## config.mk

```make
export PLATFORM = sky130hd
export DESIGN_NAME = gen_done_join
export DESIGN_NICKNAME = d
export VERILOG_FILES = /design/src/rtl/accel_ctrl_pkg.sv /design/src/rtl/gen_done_join_done_sticky.sv /design/src/rtl/gen_done_join.sv
export SDC_FILE = /design/constraint.sdc
export NUM_CORES = 1
export LEC_CHECK = 0
export ABC_AREA = 1
export CAP_MARGIN = 10
export CORE_MARGIN = 4
export CORE_UTILIZATION = 56
export CTS_CLUSTER_DIAMETER = 50
export DETAILED_ROUTE_END_ITERATION = 10
export PLACE_DENSITY = 0.82
export SYNTH_ARGS = -nofsm -noshare
export SYNTH_HDL_FRONTEND = slang
export SYNTH_SLANG_ARGS = --single-unit
```

## constraint.sdc

```tcl
create_clock -name clk -period 2.2 [get_ports clk]
set_input_delay 0.33 -clock clk [delete_from_list [all_inputs] [get_ports clk]]
set_output_delay 0.33 -clock clk [all_outputs]
set_load 0.005 [all_outputs]
```

## src/rtl/accel_ctrl_pkg.sv

```systemverilog
// Shared definitions for accelerator control blocks: join FSM encoding and
// the legal range of done-pulse sources a join can accept.
package accel_ctrl_pkg;

   localparam int unsigned NUM_SRC_MIN = 1;
   localparam int unsigned NUM_SRC_MAX = 16;

   typedef enum logic [1:0] {
      ST_IDLE  = 2'd0,
      ST_ARMED = 2'd1,
      ST_FIRE  = 2'd2
   } join_state_e;

endpackage

```

## src/rtl/gen_done_join_done_sticky.sv

```systemverilog
// One sticky done flag: loaded at window start from the coinciding pulse,
// accumulates masked pulses while the window is open, cleared otherwise.
module done_sticky (
   input  logic clk,
   input  logic rst,
   input  logic load,
   input  logic load_en,
   input  logic active,
   input  logic active_en,
   input  logic done,
   output logic sticky
);

   logic sticky_q;
   logic sticky_d;

   always_comb begin
      sticky_d = 1'b0;
      if (load) begin
         sticky_d = load_en & done;
      end else if (active) begin
         sticky_d = sticky_q | (active_en & done);
      end
   end

   always_ff @(posedge clk or posedge rst) begin
      if (rst) begin
         sticky_q <= 1'b0;
      end else begin
         sticky_q <= sticky_d;
      end
   end

   assign sticky = sticky_q;

endmodule

```

## src/rtl/gen_done_join.sv

```systemverilog
// Joins per-source done pulses of a tile into a single join_done pulse,
// with an optional window timeout and a wrapping completed-tile counter.
module gen_done_join
   import accel_ctrl_pkg::*;
#(
   parameter int NUM_SRC = 2,
   parameter int TO_W    = 20,
   parameter int CNT_W   = 16
) (
   input  logic               clk,
   input  logic               rst,
   input  logic               tile_start,
   input  logic [NUM_SRC-1:0] src_mask,
   input  logic [NUM_SRC-1:0] src_done,
   input  logic [TO_W-1:0]    timeout_cyc,
   output logic               join_done,
   output logic               join_timeout,
   output logic [NUM_SRC-1:0] pending,
   output logic               busy,
   output logic [CNT_W-1:0]   tile_cnt
);

   if ((NUM_SRC < NUM_SRC_MIN) || (NUM_SRC > NUM_SRC_MAX)) begin : g_bad_num_src
      $error("gen_done_join: NUM_SRC out of range");
   end

   join_state_e        state_q, state_d;
   logic [NUM_SRC-1:0] mask_q, mask_d;
   logic [TO_W-1:0]    to_lim_q, to_lim_d;
   logic [TO_W-1:0]    to_cnt_q, to_cnt_d;
   logic [CNT_W-1:0]   tile_cnt_q, tile_cnt_d;
   logic               join_timeout_q, join_timeout_d;

   logic [NUM_SRC-1:0] sticky;
   logic [TO_W-1:0]    to_cnt_inc;
   logic               armed;
   logic               start_join;
   logic               armed_join;
   logic               to_hit;

   assign armed = (state_q == ST_ARMED);

   for (genvar gi = 0; gi < NUM_SRC; gi++) begin : g_sticky
      done_sticky u_sticky (
         .clk      (clk),
         .rst      (rst),
         .load     (tile_start),
         .load_en  (src_mask[gi]),
         .active   (armed),
         .active_en(mask_q[gi]),
         .done     (src_done[gi]),
         .sticky   (sticky[gi])
      );
   end

   // A pulse coinciding with the start, or the last pulse of a window,
   // completes the join in its own cycle.
   assign start_join = &(~src_mask | src_done);
   assign armed_join = &(~mask_q | sticky | src_done);
   assign to_cnt_inc = to_cnt_q + TO_W'(1);
   assign to_hit     = (to_lim_q != '0) && (to_cnt_inc == to_lim_q);

   always_comb begin
      state_d        = state_q;
      mask_d         = mask_q;
      to_lim_d       = to_lim_q;
      to_cnt_d       = to_cnt_q;
      tile_cnt_d     = tile_cnt_q;
      join_timeout_d = 1'b0;

      if (tile_start) begin
         mask_d   = src_mask;
         to_lim_d = timeout_cyc;
         to_cnt_d = '0;
      end

      case (state_q)
         ST_IDLE: begin
            if (tile_start) begin
               state_d = start_join ? ST_FIRE : ST_ARMED;
            end
         end
         ST_ARMED: begin
            if (tile_start) begin
               state_d = start_join ? ST_FIRE : ST_ARMED;
            end else if (armed_join) begin
               state_d = ST_FIRE;
            end else begin
               to_cnt_d = to_cnt_inc;
               if (to_hit) begin
                  state_d        = ST_IDLE;
                  join_timeout_d = 1'b1;
               end
            end
         end
         ST_FIRE: begin
            tile_cnt_d = tile_cnt_q + CNT_W'(1);
            if (tile_start) begin
               state_d = start_join ? ST_FIRE : ST_ARMED;
            end else begin
               state_d = ST_IDLE;
            end
         end
         default: state_d = ST_IDLE;
      endcase
   end

   always_ff @(posedge clk or posedge rst) begin
      if (rst) begin
         state_q        <= ST_IDLE;
         mask_q         <= '0;
         to_lim_q       <= '0;
         to_cnt_q       <= '0;
         tile_cnt_q     <= '0;
         join_timeout_q <= 1'b0;
      end else begin
         state_q        <= state_d;
         mask_q         <= mask_d;
         to_lim_q       <= to_lim_d;
         to_cnt_q       <= to_cnt_d;
         tile_cnt_q     <= tile_cnt_d;
         join_timeout_q <= join_timeout_d;
      end
   end

   assign join_done    = (state_q == ST_FIRE);
   assign join_timeout = join_timeout_q;
   assign busy         = armed;
   assign pending      = armed ? (mask_q & ~sticky) : '0;
   assign tile_cnt     = tile_cnt_q;

endmodule

```

==> results of run 1 <==
## cells in the final DEF (no fill, tap or decap), drive strengths merged
| cell | Yosys | routed |
|---|---|---|
| a21boi | 1 | 1 |
| a21oi | 12 | 12 |
| a22o | 1 | 1 |
| a31oi | 1 | 1 |
| and3 | 2 | 2 |
| buf | 1 | 6 |
| clkbuf | 7 | 10 |
| clkdlybuf4s50 | 0 | 47 |
| clkinv | 2 | 5 |
| clkinvlp | 0 | 3 |
| dfrtp | 63 | 63 |
| ha | 2 | 2 |
| inv | 77 | 77 |
| mux2 | 1 | 1 |
| nand2 | 144 | 144 |
| nand3 | 35 | 35 |
| nand4 | 9 | 9 |
| nor2 | 61 | 61 |
| nor3 | 8 | 8 |
| o211ai | 4 | 4 |
| o21ai | 38 | 38 |
| o21bai | 3 | 3 |
| o22ai | 2 | 2 |
| o31ai | 3 | 3 |
| xnor2 | 4 | 4 |
| xnor3 | 5 | 5 |
| xor2 | 16 | 16 |
## metrics by stage
step	power (uW)	area, sq um
2_1_floorplan	1880	3770
3_3_place_gp	2180	4370
3_5_place_dp	2210	4370
4_1_cts	3080	4530
5_1_grt	3240	4540
6_report	3060	4540
## registers in the layout, indices dropped and copies added (netlist names)
register,flops
mask_q,2
join_timeout,1
state_q,2
to_lim_q,20
to_cnt_q,20
g_sticky.u_sticky.sticky,2
tile_cnt,16
## power breakdown
group | internal, uW | switching, uW | leakage, uW
combinational | 366 | 378 | 0.00132
clock | 402 | 459 | 0.0000781
sequential | 1290 | 160 | 0.000823
## worst min-delay path, stage by stage
cell             delay [ns]
clkdlybuf4s50_1        0.41
inv_2                  0.07
buf_12                 0.29
## path summary, 6_finish.rpt
check | to | slack [ns] | from | cells past startpoint
setup / recovery | pending[0] | 0.11 | state_q[0]$_DFFE_PP0P_ | 5
hold / removal | to_cnt_q[11]$_DFF_PP0_ | 0.36 | rst | 3
setup reg to reg | state_q[1]$_DFFE_PP0P_ | 0.23 | to_cnt_q[0]$_DFF_PP0_ | 15
hold reg to reg | tile_cnt[15]$_DFFE_PP0P_ | 0.47 | tile_cnt[15]$_DFFE_PP0P_ | 1
max in group asynchronous | to_cnt_q[0]$_DFF_PP0_ | 1.53 | rst | 3
min in group clk | tile_cnt[15]$_DFFE_PP0P_ | 0.47 | tile_cnt[15]$_DFFE_PP0P_ | 1
## cell families (layout without fill, tap and decap cells)
logic type	count (synthesis)	in the layout
simple gates	259	259
buf+inv	87	148
compound gates	65	65
flops	63	63
xor+xnor	25	25
fa+ha+maj	2	2
mux	1	1
## what timing repair did
| action | CTS | global route |
|---|---|---|
| endpoints found under the setup margin | 0 | 3 |
| gates resized for setup | 0 | 3 |
| hold endpoints to repair | 0 | 0 |
## layer usage
| metal | vias to the layer above | share of wire (%) |
|---|---|---|
| met3 | 26 | 6.0 |
| met2 | 126 | 49 |
| met1 | 1607 | 42 |
| li1 | 1703 | - |
| met4 | 0 | 2.7 |
| met5 | - | 0 |
## final cells by class
cell class                 instances  share of cell area (%)
multi-input combinational        352                    41.3
tap                               77                    2.12
clock inverter                     6                   0.827
sequential                        63                    34.8
timing repair buffer              53                    11.6
inverter                          79                    6.53
clock buffer                      10                    2.81
==> metrics.md, run 1 <==
| Metric | Value |
|---|---|
| Ys async rst share | 100% |
| # Post-CTS Setup Buffers | 0 |
| Met3 usage in global routing | 4.92% |
| Slew Limit Fails | 0 |
| H-Tree Depth | 3 |
| Area Overhead vs Synth | 20.3% |
| Syn Area/Cell | 7.51 sq um |
| Met2 Track Usage GR | 39.9% |
| Clk Latency, worst-skew pair | 0.34 ns |
| Worst hold slack | 0.356 ns |
| CTS tree | done |
| DR vias | 3,462 |
| GRT Util Overall | 23.4% |
| Yosys reg bits | 63 |
| Pre-CTS setup slack | 0.169 ns |
| Ys flop type | dfrtp_1 |
| Crit-path cells | inv_1, nor2_1, inv_2, nor3_1, clkdlybuf4s50_1 |
| Critical Path AT | 1.76 ns |
| Placed cells | 624 |
| Leading area contributor after synthesis | dfrtp_1 |
| Cts bufs inserted | 9 |
| Die outline width | 90.1 microns |
| Worst-Margin Slew | 0.374 ns |
| Crit path kind | flop to primary output |
| Number of synthesized flops with an enable pin | 0 |
| Syn Nets | 531 |
| Seq/Total Area, Yosys | 41.8% |
| Max-cap violations | 0 |
| Status | completed |
| CP endpoint kind | primary output |
| Met1 Resource Use GR | 29.0% |
| Mux contribution to synthesized area | 0.299% |
| CTS Hold Bufs | 0 |
| Compound-cell area share of the yosys netlist | 9.65% |
| Area of the core | 0.00646 sq mm |
| DRT Pass-1 Iters | 5 |
| Total wire length | 9.01 mm |
| Busiest grt layer | met2 |
| Cell variety after synth | 37 |
| Drt via density | 5.41 |
| Fill count | 521 |
| Setup ws final | 0.110 ns |
| First-pass GRT wire length | 15.5 mm |
| Unrepaired setup endpoints after global routing | false |
| Post-synthesis adder-cell area fraction | 0.663% |
| Drt wl/cell | 14.1 microns |
| Post-Synth XOR/XNOR Area | 7.63% |
| Slew margin rel. | 75.0% |
| Largest cells by area after synthesis | dfrtp_1, nand2_1, inv_1 |
| GRT overflow | 0 |
| HPWL after DPL | 6.73 mm |
| Die footprint | 0.00811 sq mm |
| IO buf count | 47 |
| Multi-input logic area | 0.00188 sq mm |
| Ant diodes | 0 |
| Most instantiated library cell after synthesis | nand2_1 |
| Largest family of logic cells by synthesized area | simple AND/OR/NAND/NOR gates |
| Row cnt | 29 |
| Total Neg Setup Slack | 0 ns |
| Static leakage | 0.00222 uW |
| Slowest library cell on the worst path | clkdlybuf4s50_1 |
| CTS Buffer Depth | 2 |
| Sink Count | 63 |
| DR iter-0 viols | 282 |
| Number of global-route vias before repair | 3,445 |
| Synth Instances | 502 |
| Initial antenna violation count | 0 |
| Hold Path Class | primary input to asynchronous set/reset pin |
| Worst setup SP type | flop |
| Vert. Die Dim | 90.1 microns |
| Layout cell share with drive strength beyond 1 | 9.24% |
| Residual DRC count | 0 |
| GPL Wtd Cong | 0.912 |
| Post-route ant nets | 0 |
| Synth Area in Simple Gates | 31.3% |
| Initial Util | 58.4% |
| Pwr/cell area | 673 mW/mm^2 |
| Top delay family on crit path | buffers and inverters |
| CP max FO | 4 |
| Fin crit share | 95.0% |
| Hold Vio Cnt, Final | 0 |
| # nets final | 587 |
| Slowest stage delay, CP | 0.53 ns |
| WP buf/inv | 3 |
| I/O Pins | 48 |
| Clk_skew | 0.00952 ns |
| Final worst path period need | 2.09 ns |
| Share of the synthesized area in the top cell type | 41.8% |
| Synthesized area | 0.00377 sq mm |
| Synth warn | 0 |
| CP Data Required Time | 1.87 ns |
| Post-synth top cells | nand2_1, inv_1, dfrtp_1 |
| Root buf cell | clkbuf_8 |
| CTS clk-pin slew, worst paths | 0.08 ns |
| Core Util, Final | 70.3% |
| Maximum vdd ir drop | 460 uV |
| FF/Latch Area | 0.00158 sq mm |
| Fmax | 479 MHz |
| Non-filler cells, final | 640 |
| Setup violators final | 0 |
| Largest net degree at the start of global routing | 64 |
Note: power is estimated with default switching activity, not from simulation.
==> inputs of run 2 (changes only) <==
- CORE_MARGIN: 4 -> 3
==> run 2 against run 1 <==
Against the previous run: clock power is 30% higher; setup slack gained 0.016 ns; wire length decreased by 0.75%; final cell count rose by 0.16%; global-route usage rose by 2.2 points; fmax up 0.78%; clock skew decreased by 0.0030 ns; worst hold slack better by 0.024 ns; sequential share of layout area down 0.53 points; flip-flop and latch count unchanged; die area decreased by 4.4%; largest power group unchanged; highest routed layer unchanged.
==> metrics.md, run 2 (synthesis results as in run 1) <==
| Metric | Value |
|---|---|
| Die outline width | 88.1 microns |
| Drt wl/cell | 13.9 microns |
| Worst setup SP type | flop |
| DR iter-0 viols | 271 |
| I/O Pins | 48 |
| Residual DRC count | 0 |
| HPWL after DPL | 6.65 mm |
| Crit-path cells | inv_1, nor2_1, inv_2, nor3_1, clkdlybuf4s50_1 |
| Maximum vdd ir drop | 493 uV |
| Pwr/cell area | 716 mW/mm^2 |
| Crit path kind | flop to primary output |
| Initial antenna violation count | 0 |
| Clk_skew | 0.00657 ns |
| Fmax | 482 MHz |
| CP endpoint kind | primary output |
| Static leakage | 0.00225 uW |
| Slew Limit Fails | 0 |
| Fin crit share | 94.2% |
| GRT Util Overall | 25.6% |
| Row cnt | 29 |
| Total wire length | 8.94 mm |
| Slowest stage delay, CP | 0.54 ns |
| Drt via density | 5.22 |
| Max-cap violations | 0 |
| Slowest library cell on the worst path | clkdlybuf4s50_1 |
| CP max FO | 4 |
| Layout cell share with drive strength beyond 1 | 9.75% |
| Top delay family on crit path | buffers and inverters |
| Slew margin rel. | 75.0% |
| First-pass GRT wire length | 15.3 mm |
| Cts bufs inserted | 9 |
| # nets final | 588 |
| CP Data Required Time | 1.87 ns |
| Clk Latency, worst-skew pair | 0.34 ns |
| Ant diodes | 0 |
| Area Overhead vs Synth | 22.4% |
| Vert. Die Dim | 88.1 microns |
| Final worst path period need | 2.07 ns |
| IO buf count | 47 |
| Die footprint | 0.00776 sq mm |
| CTS Buffer Depth | 2 |
| Post-route ant nets | 0 |
| Non-filler cells, final | 641 |
| GRT overflow | 0 |
| CTS tree | done |
| Root buf cell | clkbuf_8 |
| Placed cells | 624 |
| Tot Pwr | 3310 uW |
| Commonest non-fill, non-tap cell in the layout | nand2_1 |
| Setup violators final | 0 |
| DR vias | 3,349 |
| Hold Vio Cnt, Final | 0 |
| H-Tree Depth | 3 |
| Worst-Margin Slew | 0.375 ns |
| CTS Hold Bufs | 0 |
| Area of the core | 0.00642 sq mm |
| Largest net degree at the start of global routing | 64 |
| GPL Wtd Cong | 0.970 |
| DRT Pass-1 Iters | 4 |
| Status | completed |
| Hold Path Class | primary input to asynchronous set/reset pin |
| WP buf/inv | 3 |
| Sink Count | 63 |
| Initial Util | 58.7% |
| Critical Path AT | 1.74 ns |
| Commonest non-fill, non-tap cells in the layout | nand2_1, inv_1, dfrtp_1 |
| Number of global-route vias before repair | 3,326 |
| Unrepaired setup endpoints after global routing | true |
| CTS clk-pin slew, worst paths | 0.07 ns |
[run 2: changes by cell type in the layout (fill, tap and decap cells not counted), moves of 2 or more]
| cell | before | now |
|---|---|---|
| dfrtp_2 | 1 | 3 |
| clkinvlp_4 | 3 | 1 |
| bufinv_16 | 0 | 2 |
| dfrtp_1 | 62 | 60 |
| clkinv_2 | 3 | 1 |
[run 2: worst register-to-register path: stages (launching register included)]
cell     delay (ns)
dfrtp_1        0.50
nand2_2        0.12
nor2_1         0.22
inv_1          0.08
nor2_2         0.12
nand3_1        0.11
nand3_1        0.16
nand2_1        0.08
inv_1          0.06
nand2_1        0.05
nor2_1         0.09
nand3_1        0.09
nand2_1        0.09
nand2_1        0.07
nor2_2         0.07
[run 2: per-layer routing]
metal / GRT usage (%) / part of all wire, % / up-vias
met5: 0 / 0 / -
met3: 6.96 / 4.6 / 16
met4: 10.2 / 1.9 / 0
met2: 41.4 / 49 / 81
met1: 32.7 / 44 / 1551
li1: - / - / 1701
[run 2: report_power, final]
part           internal, uW  leakage (uW)  total (uW)  switching [uW]
clock                   669      0.000110        1120             448
sequential             1290      0.000820        1450             154
combinational           370       0.00132         743             373
total                  2330       0.00225        3310             975
[run 2: final cells by class]
| cell class | count | area [sq um] |
|---|---|---|
| timing repair buffer | 54 | 536 |
| fill | 512 | 1810 |
| clock buffer | 11 | 141 |
| sequential | 63 | 1580 |
| inverter | 79 | 297 |
| clock inverter | 5 | 81.3 |
| tap | 77 | 96.3 |
| multi-input combinational | 352 | 1890 |
[run 2: metrics by stage]
step | worst slack, ns | setup TNS, ns | util (%) | instance area [sq um] | hold WS (ns)
2_1_floorplan | 0.300 | 0 | - | 3770 | 0.447
4_1_cts | 0.0848 | 0 | 71.4 | 4590 | 0.393
3_3_place_gp | 0.202 | 0 | 68.0 | 4370 | 0.458
6_report | 0.127 | 0 | 71.9 | 4620 | 0.380
3_5_place_dp | 0.151 | 0 | 68.0 | 4370 | 0.480
5_1_grt | -0.00860 | -0.00860 | 71.9 | 4620 | 0.407
[run 2: path summary, 6_finish.rpt]
path	startpoint	endpoint	slack (ns)	cells after the start
worst min-delay path	rst	join_timeout$_DFF_PP0_	0.38	3
max in group asynchronous	rst	state_q[0]$_DFFE_PP0P_	1.53	3
worst max register to register	to_cnt_q[8]$_DFF_PP0_	state_q[1]$_DFFE_PP0P_	0.21	14
worst min register to register	tile_cnt[15]$_DFFE_PP0P_	tile_cnt[15]$_DFFE_PP0P_	0.48	1
min in group clk	tile_cnt[15]$_DFFE_PP0P_	tile_cnt[15]$_DFFE_PP0P_	0.48	1
worst max-delay path	state_q[0]$_DFFE_PP0P_	pending[0]	0.13	5
[run 2: what timing repair did]
action / in CTS / in global routing
gates resized for setup: 0 / 6
setup buffers: 0 / 1
hold endpoints to repair: 0 / 0
setup endpoints to repair: 0 / 5
==> patch, RTL diff (flow settings as in run 2) <==
Change the parameter `NUM_SRC` from 2 to 1.
--- a/src/rtl/gen_done_join.sv
+++ b/src/rtl/gen_done_join.sv
@@ -4,5 +4,5 @@
    import accel_ctrl_pkg::*;
 #(
-   parameter int NUM_SRC = 2,
+   parameter int NUM_SRC = 1,
    parameter int TO_W    = 20,
    parameter int CNT_W   = 16
Ports: changed (resized pending, src_done and src_mask); port bits go from 48 to 45. The function was not compared with the original's and may differ.
==> patch against run 2 <==
- count of clock-buffer cells in the layout fell by 1
- worst setup slack improved by 0.066 ns
- area after synthesis fell by 4.9%
- sequential cell count fell by 2
- routed wire length fell by 1.2%
- critical path type unchanged
- power fell by 11%
- cell area fell by 5.9%
- maximum frequency rose by 3.3%
- largest cell class unchanged
- largest power group unchanged
==> patch: results (changes against run 2) <==
status finished, final reports clean; Clock Latency Late Sink between 0.3 and 0.4 ns; Worst EP arrival 1.68 ns (-0.06 ns); crit-path max cell delay 0.50 ns (-0.04 ns); syn nets 532 (+0.19%); Critical-path top delay cell clkdlybuf4s50_1; Cells after DPL 617 (-1.1%); routed via count 3354 (+0.15%); share of layout cells above drive strength 1 0.0878 (-0.00970); drt first pass iters 6 (+2); Leakage Power 2.13 nW (-5.4%); Hold Path Class in -> async; Post-synth ARST share 1.00 (unchanged); Ant. Diodes 0 (unchanged); Post-synth top cells 146 x nand2_1, 76 x inv_1, 61 x dfrtp_1; sequential share of the synthesized area 0.425 (+0.00747); pin count of the biggest net entering global routing 62 (-3.1%); DRT iter0 DRCs 173 (-36%); VDD IR max 0.000694 V (+41%); syn_area_per_cell 7.11 sq um (-5.4%); Reg2Reg Setup Slack 0.26 ns (+0.05 ns); Root Buffer clkbuf_8; Yosys cell types 29 (-22%); r2r startpoint state_q[0]; Post-DP HPWL 6560 um (-1.3%); yosys warns 0 (unchanged); Buffers on Ports 44 (-6.4%); total track usage 0.262 (+0.00561); post-cts gate resize count 0 (unchanged); final WL 8840 um (-1.2%); CP Max Fanout 3 (-1); Slew Limit Headroom 0.620 (-0.130); first-pass GRT wire length 15100 um (-1.0%); Hold WS 0.359 ns (-0.0217 ns); crit start category register; Worst Skew 0.0115 ns (+0.00493 ns); post-CTS setup buffers 0 (unchanged); total CTS buffers 9 (unchanged); initial antenna violation count 0 (unchanged); vias in the first global route 3298 (-0.84%); Final Non-Filler Cells 633 (-1.2%); GPL Wtd Cong 0.933 (-3.8%); NumNets Final 580 (-1.4%); CTS H-tree depth 3 (unchanged); Clock Path Buffers 2 (unchanged); clk slew on worst S/H paths 0.07 ns (about the same); largest cells by area after synthesis dfrtp_1 43%, nand2_1 15%, inv_1 7.9%
## patch: changes by cell type after synthesis, sizes merged, moves of 3 or more
cell / change
o31ai: -3
a21oi: +3
xnor3: -5
xor2: -7
nand4: +3
nor3: -6
nand3: +16
nor2: -3
nand2: +7
## patch: report_power, final
group | internal [W] | switching [W]
clock | 0.000666 | 0.000477
sequential | 0.00122 | 0.000103
combinational | 0.000246 | 0.000238
total | 0.00213 | 0.000818
## patch: through the flow
stage	instance area, sq um	util	setup slack [ns]
5_1_grt	4350	0.717	0.0277
3_3_place_gp	4110	0.679	0.304
3_5_place_dp	4110	0.679	0.238
6_report	4350	0.717	0.193
4_1_cts	4340	0.716	0.129
2_1_floorplan	3590	-	0.357
## patch: worst max-delay path: cells and delay by family, from the launching register on
family                 cells  cell delay (ns)
and+or+nand+nor            2             0.24
DFF                        1             0.38
buffers and inverters      3             0.70
## patch: layout make-up
cell class / count / area (sq um)
fillers: 511 / 1710
clock buffers: 10 / 138
inverters: 79 / 297
clock inverters: 6 / 86.3
flip-flops and latches: 61 / 1530
well taps: 75 / 93.8
repair buffers: 47 / 470
multi-input cells: 355 / 1730
## patch: final timing paths
check | endpoint | cells after the start
max in group asynchronous | to_cnt_q[0] | 3
worst min register to register | tile_cnt[15] | 1
min in group clk | to_lim_q[9] | 3
worst max register to register | tile_cnt[15] | 9
worst min-delay path | to_cnt_q[3] | 3
worst max-delay path | pending | 5
## patch: cell families after synthesis
family / Yosys count / share of synthesized area
AOI/OAI and AO/OA: 61 / 0.0910
xor gates and xnor gates: 15 / 0.0366
adders and majority gates: 2 / 0.00697
and+or+nand+nor: 277 / 0.347
buffers and inverters: 89 / 0.0934
DFF: 61 / 0.425
## patch: routing by layer
layer  vias to the layer above  GRT usage  routed length (um)
li1                       1698          -                   -
met1                      1563      0.364                4170
met2                        74      0.402                4120
met3                        19     0.0442                 352
met4                         0      0.114                 196
met5                         -          0                   0
